[config.mk]
export PLATFORM = sky130hd
export DESIGN_NAME = alu_operand_fetch
export DESIGN_NICKNAME = d
export VERILOG_FILES = /design/src/rtl/alu_operand_fetch.sv
export SDC_FILE = /design/constraint.sdc
export NUM_CORES = 1
export LEC_CHECK = 0
export ABC_CLOCK_PERIOD_IN_PS = 1900
export BUFFER_PORTS_ARGS = -buffer_cell sky130_fd_sc_hd__buf_2
export CAP_MARGIN = 5
export CORE_MARGIN = 2
export CORE_UTILIZATION = 31
export CTS_CLUSTER_SIZE = 12
export DETAILED_ROUTE_END_ITERATION = 10
export GPL_TIMING_DRIVEN = 0
export MAX_ROUTING_LAYER = met4
export PLACE_DENSITY = 0.58
export SYNTH_ARGS = -nofsm -noshare
export SYNTH_HDL_FRONTEND = slang
export SYNTH_SLANG_ARGS = --single-unit
[constraint.sdc]
create_clock -name core_clk -period 1.9 [get_ports core_clk]
set_clock_uncertainty 0.2 [all_clocks]
set_input_delay 0.38 -clock core_clk [delete_from_list [all_inputs] [get_ports core_clk]]
set_output_delay 0.38 -clock core_clk [all_outputs]
set_load 0.005 [all_outputs]
[src/rtl/alu_operand_fetch.sv]
// Operand capture stage ahead of the ALU: builds two 16-bit operands from registers and bus immediates.
// Define OPFETCH_SEXT_EN to make mode 11 sign-extend its byte; otherwise mode 11 matches mode 01.
module alu_operand_fetch #(
  parameter int IMM_TIMEOUT = 8
) (
  input  logic        core_clk,
  input  logic        reset_n,
  input  logic        start,
  input  logic [1:0]  mode,
  input  logic [15:0] reg_a,
  input  logic [15:0] reg_b,
  input  logic [7:0]  data_bus,
  input  logic        bus_valid,
  output logic [15:0] ALU_input0,
  output logic [15:0] ALU_input1,
  output logic        operands_valid,
  output logic        busy,
  output logic        timeout_err
);

  typedef enum logic [1:0] {IDLE, WAIT_LO, WAIT_HI} state_t;

  localparam logic [7:0] TMR_LAST = 8'(IMM_TIMEOUT - 1);

  state_t      state, state_nxt;
  logic [1:0]  mode_q, mode_nxt;
  logic [7:0]  lo_q, lo_nxt;
  logic [7:0]  tmr, tmr_nxt;
  logic [15:0] in0_nxt, in1_nxt;
  logic        ov_nxt, te_nxt;

  function automatic logic [15:0] zext_imm8(input logic [7:0] b);
    return {8'h00, b};
  endfunction

  function automatic logic [15:0] sext_imm8(input logic [7:0] b);
`ifdef OPFETCH_SEXT_EN
    logic signed [7:0] sb;
    sb = signed'(b);
    return 16'(sb);
`else
    return {8'h00, b};
`endif
  endfunction

  assign busy = (state != IDLE);

  always_comb begin
    state_nxt = state;
    mode_nxt  = mode_q;
    lo_nxt    = lo_q;
    tmr_nxt   = tmr;
    in0_nxt   = ALU_input0;
    in1_nxt   = ALU_input1;
    ov_nxt    = 1'b0;
    te_nxt    = 1'b0;
    case (state)
      IDLE: begin
        if (start) begin
          in0_nxt  = reg_a;
          mode_nxt = mode;
          if (mode == 2'b00) begin
            in1_nxt = reg_b;
            ov_nxt  = 1'b1;
          end else begin
            state_nxt = WAIT_LO;
            tmr_nxt   = 8'd0;
          end
        end
      end
      WAIT_LO: begin
        if (bus_valid) begin
          case (mode_q)
            2'b10: begin
              lo_nxt    = data_bus;
              tmr_nxt   = 8'd0;
              state_nxt = WAIT_HI;
            end
            2'b11: begin
              in1_nxt   = sext_imm8(data_bus);
              ov_nxt    = 1'b1;
              state_nxt = IDLE;
            end
            default: begin
              in1_nxt   = zext_imm8(data_bus);
              ov_nxt    = 1'b1;
              state_nxt = IDLE;
            end
          endcase
        end
      end
      WAIT_HI: begin
        if (bus_valid) begin
          in1_nxt   = {data_bus, lo_q};
          ov_nxt    = 1'b1;
          state_nxt = IDLE;
        end
      end
      default: state_nxt = IDLE;
    endcase
    // Watchdog: a byte on the threshold edge is taken above and never reaches this branch.
    if (state != IDLE && !bus_valid) begin
      if (tmr == TMR_LAST) begin
        state_nxt = IDLE;
        te_nxt    = 1'b1;
        tmr_nxt   = 8'd0;
      end else begin
        tmr_nxt = tmr + 8'd1;
      end
    end
  end

  always_ff @(posedge core_clk) begin
    if (!reset_n) begin
      state          <= IDLE;
      mode_q         <= 2'b00;
      lo_q           <= 8'h00;
      tmr            <= 8'h00;
      ALU_input0     <= 16'h0000;
      ALU_input1     <= 16'h0000;
      operands_valid <= 1'b0;
      timeout_err    <= 1'b0;
    end else begin
      state          <= state_nxt;
      mode_q         <= mode_nxt;
      lo_q           <= lo_nxt;
      tmr            <= tmr_nxt;
      ALU_input0     <= in0_nxt;
      ALU_input1     <= in1_nxt;
      operands_valid <= ov_nxt;
      timeout_err    <= te_nxt;
    end
  end

endmodule

==> results of run 1 <==
==> worst register-to-register path, cell delays in order, from the launching register on <==
cell	delay, ns
dfxtp_2	0.35
buf_6	0.12
ha_4	0.18
o21ba_4	0.23
a221oi_4	0.33
buf_6	0.19
mux2i_1	0.19
nor2b_1	0.06
==> stage by stage <==
step | hold slack (ns) | worst slack (ns) | area, µm²
3_3_place_gp | 0.239 | -0.259 | 3110
5_1_grt | 0.0938 | -0.107 | 3450
3_5_place_dp | 0.243 | -0.276 | 3110
4_1_cts | 0.0917 | -0.0301 | 3360
2_1_floorplan | 0.244 | -0.0326 | 2580
6_report | 0.0926 | -0.0337 | 3450
==> per-layer routing <==
layer | GRT usage (%) | vias up | part of all wire, %
li1 | - | 1216 | -
met4 | 3.14 | 0 | 0.97
met1 | 19.7 | 1098 | 47
met2 | 24.9 | 58 | 46
met3 | 3.27 | 6 | 5.4
met5 | - | - | 0
==> placed cells by master (no fill, tap or decap), types with 3 or more instances in the layout <==
cell       n
clkbuf_1   8
a21boi_0   8
inv_1      3
ha_4       3
nand2b_1   9
nor2b_1   10
clkbuf_8   7
nand3_2    5
and3_1     5
buf_4      6
buf_6      5
nor2_1    10
nand3_1   23
dfxtp_1   52
a21oi_1   11
o21ai_0    4
nand2_1   52
mux2i_1    9
a21boi_1  19
a22oi_1    8
buf_2     82
o211a_1    8
==> registers in the layout (all words and copies together), names as in the netlist <==
register,flops
ALU_input0,16
ALU_input1,16
lo_q,8
mode_q,2
operands_valid,1
state,2
timeout_err,1
tmr,8
==> power groups by stage <==
stage          registers, mW  logic [mW]  clock network, mW
2_1_floorplan           1.24       0.234                  0
3_3_place_gp            1.24       0.397                  0
3_5_place_dp            1.24       0.401                  0
4_1_cts                 1.22       0.432              0.743
5_1_grt                 1.22       0.506              0.787
6_report                1.22       0.454              0.733
==> logic make-up after synthesis <==
kind of cell / count (synthesis) / synth area share (%)
DFF: 54 / 42.2
buffers and inverters: 25 / 4.45
and+or+nand+nor: 129 / 24.9
muxes: 10 / 3.91
xor gates and xnor gates: 2 / 0.685
adders and majority gates: 5 / 2.44
AOI/OAI and AO/OA: 70 / 21.4
==> final timing paths <==
kind,startpoint,end
setup / recovery,state[1]$_SDFF_PN0_,ALU_input1[4]$_SDFFE_PN0P_
setup reg to reg,state[1]$_SDFF_PN0_,ALU_input1[4]$_SDFFE_PN0P_
hold / removal,reg_a[9],ALU_input0[9]$_SDFFE_PN0P_
hold reg to reg,ALU_input0[6]$_SDFFE_PN0P_,ALU_input0[6]$_SDFFE_PN0P_
==> repair_timing <==
action                                  in CTS  in global routing
pin swaps                                    5                  2
endpoints found under the setup margin      44                 36
resized for setup                           25                 14
buffers inserted                             5                  2
gates cloned                                 1                  0
==> cell type report <==
class / count / area, µm² / share of cell area (%)
flip-flops and latches: 54 / 1090 / 31.5
plain buffers: 17 / 98.8 / 2.86
clock inverters: 1 / 8.76 / 0.254
inverters: 5 / 23.8 / 0.689
multi-input cells: 216 / 1530 / 44.4
repair buffers: 87 / 475 / 13.8
clock buffers: 7 / 96.3 / 2.79
well taps: 105 / 131 / 3.81
==> impl_metrics.tcl, run 1 <==
set metrics [dict create \
    synth.area.top_cells "dfxtp_1, nand2_1, nand3_1" \
    seq_area_frac_synth_pct 42.2 \
    critPathMaxFanout 5 \
    p_seq_share_pct 50.6 \
    fill_cells 850 \
    switching_share_pct 27.4 \
    crit_path_start_kind "flop" \
    synthCells 295 \
    powerDensity_nw_per_um2 696 \
    grt_pass1_vias 2283 \
    wl_per_cell_um 13.3 \
    max_cap_violations 0 \
    slowest_delay_ns 0.35 \
    crit_top_cell "buf_6" \
    yosysUniqueCellTypes 42 \
    reg2reg_depth 7 \
    crit_buf_inv 2 \
    cp_cell_sequence "buf_6 > ha_4 > o21ba_4 > a221oi_4 > buf_6 > mux2i_1 > nor2b_1" \
    synth_top_cell_area_share_pct 42.2 \
    hold_viol_final 0 \
    syn_area_um2 2560 \
    insertion_delay_ns 0.31 \
    final_cell_count_no_fill 492 \
    placement_rows 33 \
    finalNetCount 437 \
    fin_tns_setup_ns -0.197 \
    clock_path_buffers 2 \
    intPower_mw 1.74 \
    synth_top_area_cell "dfxtp_1" \
    final_core_util_pct 42.7 \
    cts_hold_buf 0 \
    routed_wl_um 6570 \
    syn_area_per_cell_um2 8.67 \
    cp_top_family "compound AO/OA/AOI/OAI gates" \
    synth_common_cells "dfxtp_1, nand2_1, nand3_1" \
    reg2reg_slack_ns -0.03 \
    ant_nets 0 \
    hold_depth 3 \
    antenna_found_initial 0 \
    track_usage_pct 15.3 \
    dp_cells 479 \
    slew_headroom_pct 67.0 \
    synth_fp_nets 346 \
    path_depth 7 \
    initial_core_util_pct 31.6 \
    diodes 0 \
    drive_gt1_share_pct 33.1 \
    io_buffers 79 \
    die-area_um2 9000 \
    status "finished, violations left" \
    hold_path.class "primary input to flop" \
    p_comb_share_pct 18.9 \
    io_pins 81 \
    dr_total_vias 2378 \
    synth_edf_count 0 \
    setup_viol 10 \
    cts-htree-levels 2 \
    cts_tree "built" \
    critPathKind "flop to flop" \
    grt_max_degree 20 \
    die_x_um 94.9 \
    worstPathRequired_ns 1.92 \
    p_total_mw 2.40 \
    tightest_slew_ns 0.494 \
    overflow 0 \
    cts-root-buf "clkbuf_8" \
    clk_pin_slew_worst_paths_ns 0.10 \
    gp_congestion 0.858 \
    syn2layout_area_growth_pct 34.9 \
    final-max-slew-violation-count 0 \
    layout_setup_ws_ns -0.0337 \
    rsz0062_at_grt "true" \
    dr.pass1.iters 4 \
    arrival_ns 1.95 \
    drt-initial-drc-count 97 \
    routed_via_density 4.83 \
    power.leakage_nw 1.51 \
    cts_made_buffers 5 \
    power.share.clock_pct 30.5 \
    yosysWarnings 0 \
    worstSetupEndpointType "flop" \
    switchingPower_mw 0.659 \
    dp_hpwl_um 4860 \
    grt_first_pass_wirelength_um 10700 \
    async_flop_share_pct 0 \
    synthFlopType "dfxtp_1" \
    core_area_um2 8090 \
    ys_ff_latch 54 \
    die_height_um 94.9 \
    violations "setup timing" \
    drcViolationCount 0 \
    finalCritPeriodShare_pct 102 \
    cts_num_sinks 54 \
    cpMaxStageDelayCell "dfxtp_2" \
    period_minus_slack_ns 1.93 \
    worst_ir_drop_vdd_mv 0.257 \
    clock.fmax_mhz 517 \
]
No activity file was read; power rests on OpenSTA's default activity.
==> inputs of run 2 (changes only) <==
- SETUP_SLACK_MARGIN: not set -> 0.15
==> run 2 against run 1 <==
  * The run still ends with setup timing left
  * Cell count up 3.7%
  * Count of clock-buffer cells in the layout fell by 2
  * Via count increased by 8.7%
  * Critical path type unchanged
  * Highest routed layer unchanged
==> impl_metrics.tcl, run 2 (synthesis gave the netlist of run 1 again) <==
set metrics [dict create \
    drive_gt1_share_pct 47.2 \
    dp_slack_ns -0.289 \
    cts_made_buffers 5 \
    hold_path.class "primary input to flop" \
    clock_path_buffers 2 \
    insertion_delay_ns 0.31 \
    cts-htree-levels 2 \
    intPower_mw 1.74 \
    finalNetCount 456 \
    multi_input_area_um2 1740 \
    slew_headroom_pct 55.1 \
    grt_max_degree 17 \
    routed_wl_um 7280 \
    critPathKind "flop to flop" \
    fin_tns_setup_ns -0.961 \
    layout_common_cells "buf_2, dfxtp_1, nand2_1" \
    grt_pass1_vias 2443 \
    cts-root-buf "clkbuf_8" \
    rsz0062_at_grt "true" \
    final_core_util_pct 47.9 \
    wl_per_cell_um 14.3 \
    critPathMaxFanout 5 \
    placement_rows 33 \
    gp_congestion 0.848 \
    cts_tree "built" \
    diodes 0 \
    track_usage_pct 16.1 \
    final_cell_count_no_fill 510 \
    ant_nets 0 \
    antenna_found_initial 0 \
    worst_ir_drop_vdd_mv 0.358 \
    reg2reg_depth 8 \
    worstSetupEndpointType "flop" \
    timing.hold.ws_ns 0.0967 \
    powerDensity_nw_per_um2 629 \
    rr_startpoint "state[0]$_SDFF_PN0_" \
    dp_hpwl_um 4830 \
    die_x_um 94.9 \
    io_pins 81 \
    dr.pass1.iters 4 \
    clock.fmax_mhz 504 \
    p_total_mw 2.44 \
    min_from "reg_a[5]" \
    seqCellArea_um2 1090 \
    overflow 0 \
    reg2reg_slack_ns -0.08 \
    dp_cells 479 \
    crit_path_start_kind "flop" \
    hold_depth 3 \
    status "finished, violations left" \
    p_comb_share_pct 24.1 \
    io_buffers 79 \
    fill_cells 811 \
    arrival_ns 1.99 \
    max_cap_violations 0 \
    cts_num_sinks 54 \
    layout_setup_ws_ns -0.0824 \
    syn2layout_area_growth_pct 51.4 \
    tightest_slew_ns 0.667 \
    switching_share_pct 28.4 \
    drt-initial-drc-count 96 \
    violations "setup timing" \
    period_minus_slack_ns 1.98 \
    grt_first_pass_wirelength_um 11300 \
    p_seq_share_pct 50.0 \
    r2r-end "ALU_input1[7]$_SDFFE_PN0P_" \
    dr_total_vias 2584 \
    dpl-instance-area_um2 3120 \
    core_area_um2 8090 \
    cts_hold_buf 0 \
    final_common_cell "buf_2" \
    final_area_um2 3870 \
    routed_via_density 5.07 \
    holdPathEnd "ALU_input0[5]$_SDFFE_PN0P_" \
    final-max-slew-violation-count 0 \
    switchingPower_mw 0.692 \
    clk_pin_slew_worst_paths_ns 0.10 \
    die-area_um2 9000 \
    initial_core_util_pct 31.6 \
    finalCritPeriodShare_pct 104 \
    worstPathRequired_ns 1.91 \
    setup_viol 20 \
    hold_viol_final 0 \
    power.share.clock_pct 26.0 \
    die_height_um 94.9 \
    power.leakage_nw 1.70 \
    drcViolationCount 0 \
    top_regs "ALU_input0 x16, ALU_input1 x16" \
]
-- run 2: cell types whose count changed in the layout (fill, tap and decap cells not counted), sizes merged --
cell    change
clkbuf      -3
buf        +19
clkinv      +1
nand3       +1
-- run 2: power groups by stage --
stage	Sequential [mW]	Combinational (mW)	Clock, mW
2_1_floorplan	1.24	0.236	0
3_3_place_gp	1.24	0.399	0
3_5_place_dp	1.24	0.402	0
4_1_cts	1.22	0.499	0.654
5_1_grt	1.22	0.642	0.692
6_report	1.22	0.586	0.632
-- run 2: worst max path at each step --
stage                   startpoint                          to  slack, ns  cells past startpoint
2_1_floorplan  state[1]$_SDFF_PN0_  ALU_input1[6]$_SDFFE_PN0P_      -0.03                      8
3_3_place_gp   state[1]$_SDFF_PN0_  ALU_input1[6]$_SDFFE_PN0P_      -0.28                      7
3_5_place_dp   state[1]$_SDFF_PN0_  ALU_input1[7]$_SDFFE_PN0P_      -0.29                      7
4_1_cts        state[0]$_SDFF_PN0_  ALU_input1[0]$_SDFFE_PN0P_      -0.08                      8
5_1_grt        state[0]$_SDFF_PN0_  ALU_input1[5]$_SDFFE_PN0P_      -0.19                      8
6_report       state[0]$_SDFF_PN0_  ALU_input1[7]$_SDFFE_PN0P_      -0.08                      8
-- run 2: worst max-delay path, stage by stage, from the launching register on --
cell      delay [ns]
dfxtp_4         0.39
inv_4           0.05
ha_4            0.15
buf_6           0.12
o21ba_4         0.22
a221oi_4        0.32
buf_6           0.19
mux2i_1         0.18
nor2b_1         0.06
-- run 2: timing repair --
action	in CTS	in global routing
cloned	1	2
pin swaps	16	27
setup endpoints to repair	46	46
gates resized for setup	50	66
setup buffers	16	5
-- run 2: per-layer routing --
metal  vias up  global-route usage (%)  share of wire [%]  wire length, µm
met5         -                       -                  0                0
met4         0                    4.11                1.3               94
met3        10                    3.27                4.6              334
met2        65                    26.5                 50             3640
met1      1254                    20.2                 44             3210
li1       1255                       -                  -                -
-- run 2: final cells by class --
type,instances,area share [%]
well taps,105,3.39
flip-flops and latches,54,28.2
repair buffers,102,16.7
clock inverters,2,0.355
clock buffers,5,1.78
multi-input cells,217,44.9
inverters,5,0.743
plain buffers,20,4.01
==> inputs of run 3 (changes only) <==
- ABC_AREA: not set -> 1
==> run 3 against run 2 <==
  * The flow now finishes without violations
  * Critical endpoint is now busy
  * Count of clock-buffer cells in the layout rose by 2
  * Clock power rose by 6.3%
  * Sequential share of layout area rose by 1.7 points
  * Non-clock buffer count fell by 8
  * Design area fell by 6.0%
  * Worst setup slack improved by 0.22 ns
  * Global-route usage fell by 0.81 points
  * Hold slack improved by 0.012 ns
  * Largest power group unchanged
  * Combinational power rose by 14%
  * Area after synthesis rose by 3.3%
  * Utilization fell by 3.8 points
  * Total power rose by 6.8%
==> impl_metrics.tcl, run 3 <==
set metrics [dict create \
    status "finished, final reports clean" \
    clk_pin_slew_worst_paths_ns 0.09 \
    routed_wl_um 7070 \
    die_height_um 96.3 \
    reg2reg_slack_ns 0.19 \
    dpl-instance-area_um2 3170 \
    min_from "reg_a[10]" \
    final_core_util_pct 44.1 \
    finalNetCount 560 \
    dr_total_vias 2733 \
    synthFlopType "dfxtp_1" \
    synth_fp_nets 454 \
    final-max-slew-violation-count 0 \
    hold_viol_final 0 \
    dp_hpwl_um 4970 \
    synth_top_area_cell "dfxtp_1" \
    io_buffers 79 \
    timing.hold.ws_ns 0.108 \
    rr_startpoint "state[1]$_SDFF_PN0_" \
    critPathMaxFanout 6 \
    layout_setup_ws_ns 0.138 \
    routed_via_density 4.44 \
    grt_max_degree 16 \
    die-area_um2 9280 \
    cts_num_sinks 54 \
    yosysUniqueCellTypes 28 \
    period_minus_slack_ns 1.76 \
    worst_ir_drop_vdd_mv 0.315 \
    async_flop_share_pct 0 \
    wl_per_cell_um 11.5 \
    antenna_found_initial 0 \
    grt_first_pass_wirelength_um 10900 \
    p_total_mw 2.60 \
    slew_headroom_pct 71.4 \
    setup_viol 0 \
    reg2reg_depth 10 \
    layout_common_cells "nand2_1, nor2_1, buf_2" \
    diodes 0 \
    io_pins 81 \
    power.leakage_nw 1.78 \
    top_regs "ALU_input0 x16, ALU_input1 x16" \
    syn_area_per_cell_um2 6.56 \
    final_area_um2 3640 \
    syn_area_um2 2640 \
    powerDensity_nw_per_um2 715 \
    rsz0062_at_grt "true" \
    clock.fmax_mhz 568 \
    hold_path.class "primary input to flop" \
    syn2layout_area_growth_pct 37.7 \
    overflow 0 \
    arrival_ns 1.18 \
    cts_hold_buf 0 \
    ant_nets 0 \
    holdPathEnd "ALU_input0[10]$_SDFFE_PN0P_" \
    clock_path_buffers 2 \
    cts-htree-levels 2 \
    finalCritPeriodShare_pct 92.7 \
    worstSetupEndpointType "output port" \
    yosysWarnings 0 \
    synthCells 403 \
    gp_congestion 0.825 \
    dp_slack_ns -0.147 \
    cts_made_buffers 5 \
    seq_area_frac_synth_pct 40.9 \
    critPathKind "flop to output port" \
    dr.pass1.iters 4 \
    synth_common_cells "nand2_1, nor2_1, dfxtp_1" \
    cts_tree "built" \
    placement_rows 33 \
    ys_ff_latch 54 \
    crit_path_start_kind "flop" \
    synth.area.top_cells "dfxtp_1, nand2_1, nor2_1" \
    hold_depth 3 \
    die_x_um 96.3 \
    grt_pass1_vias 2383 \
    final_common_cell "nand2_1" \
    worstPathRequired_ns 1.32 \
    tightest_slew_ns 0.429 \
    r2r-end "ALU_input1[6]$_SDFFE_PN0P_" \
    initial_core_util_pct 32.0 \
    track_usage_pct 15.3 \
    drive_gt1_share_pct 32.5 \
    insertion_delay_ns 0.31 \
    cts-root-buf "clkbuf_8" \
    yosysMostFrequentCell "nand2_1" \
    max_cap_violations 0 \
    synth_edf_count 0 \
    drcViolationCount 0 \
    core_area_um2 8260 \
    drt-initial-drc-count 146 \
    synth_top_cell_area_share_pct 40.9 \
]
==> run 3: layout make-up <==
cell class	count	area [µm²]
buffer	15	124
clock buffer	7	86.3
clock inverter	1	5.00
fill	894	4620
inverter	36	158
multi-input combinational	298	1480
sequential	54	1090
tap	105	131
timing repair buffer	99	567
==> run 3: worst max-delay path by stage <==
| stage | slack, ns | start | endpoint |
|---|---|---|---|
| 2_1_floorplan | 0.16 | state[0]$_SDFF_PN0_ | ALU_input0[0]$_SDFFE_PN0P_ |
| 3_3_place_gp | -0.10 | state[0]$_SDFF_PN0_ | ALU_input0[8]$_SDFFE_PN0P_ |
| 3_5_place_dp | -0.15 | state[0]$_SDFF_PN0_ | ALU_input0[2]$_SDFFE_PN0P_ |
| 4_1_cts | 0.14 | state[1]$_SDFF_PN0_ | busy |
| 5_1_grt | 0.09 | state[0]$_SDFF_PN0_ | lo_q[7]$_SDFFE_PN0P_ |
| 6_report | 0.14 | state[1]$_SDFF_PN0_ | busy |
==> run 3: metal layers <==
layer | GRT usage [%] | routed length (µm)
met4 | 4.93 | 78
met1 | 20.1 | 3330
met2 | 24.1 | 3370
met3 | 2.51 | 289
met5 | - | 0
==> run 3: kinds of logic after synthesis <==
logic type                 share of synthesized area [%]
and+or+nand+nor                                     38.8
AOI/OAI and AO/OA                                   9.33
buffers and inverters                               8.57
adders and majority gates                           2.37
DFF                                                 40.9
==> run 3: through the flow <==
step                      std cells  TNS [ns]
after floorplan                 403         0
after global placement          587     -1.05
after detailed placement        587     -1.48
after CTS                       601         0
after global routing            615         0
final                           615         0
==> run 3: where the power goes <==
part	switching (mW)	internal (mW)	leakage [nW]
Clock	0.377	0.295	0.0482
Combinational	0.365	0.305	1.29
Sequential	0.0425	1.22	0.444
Total	0.785	1.82	1.78
==> run 3: worst max-delay path, cell delays in order, from the launching register on <==
cell and delay, ns:
dfxtp_4 0.38, inv_4 0.05, ha_4 0.15, buf_6 0.13
inv_8 0.07, buf_6 0.09
==> run 3: what timing repair did <==
item | in CTS | in global routing
resized for setup | 21 | 45
endpoints found under the setup margin | 46 | 44
setup buffers | 6 | 11
cloned | 0 | 3
pin swaps | 2 | 12
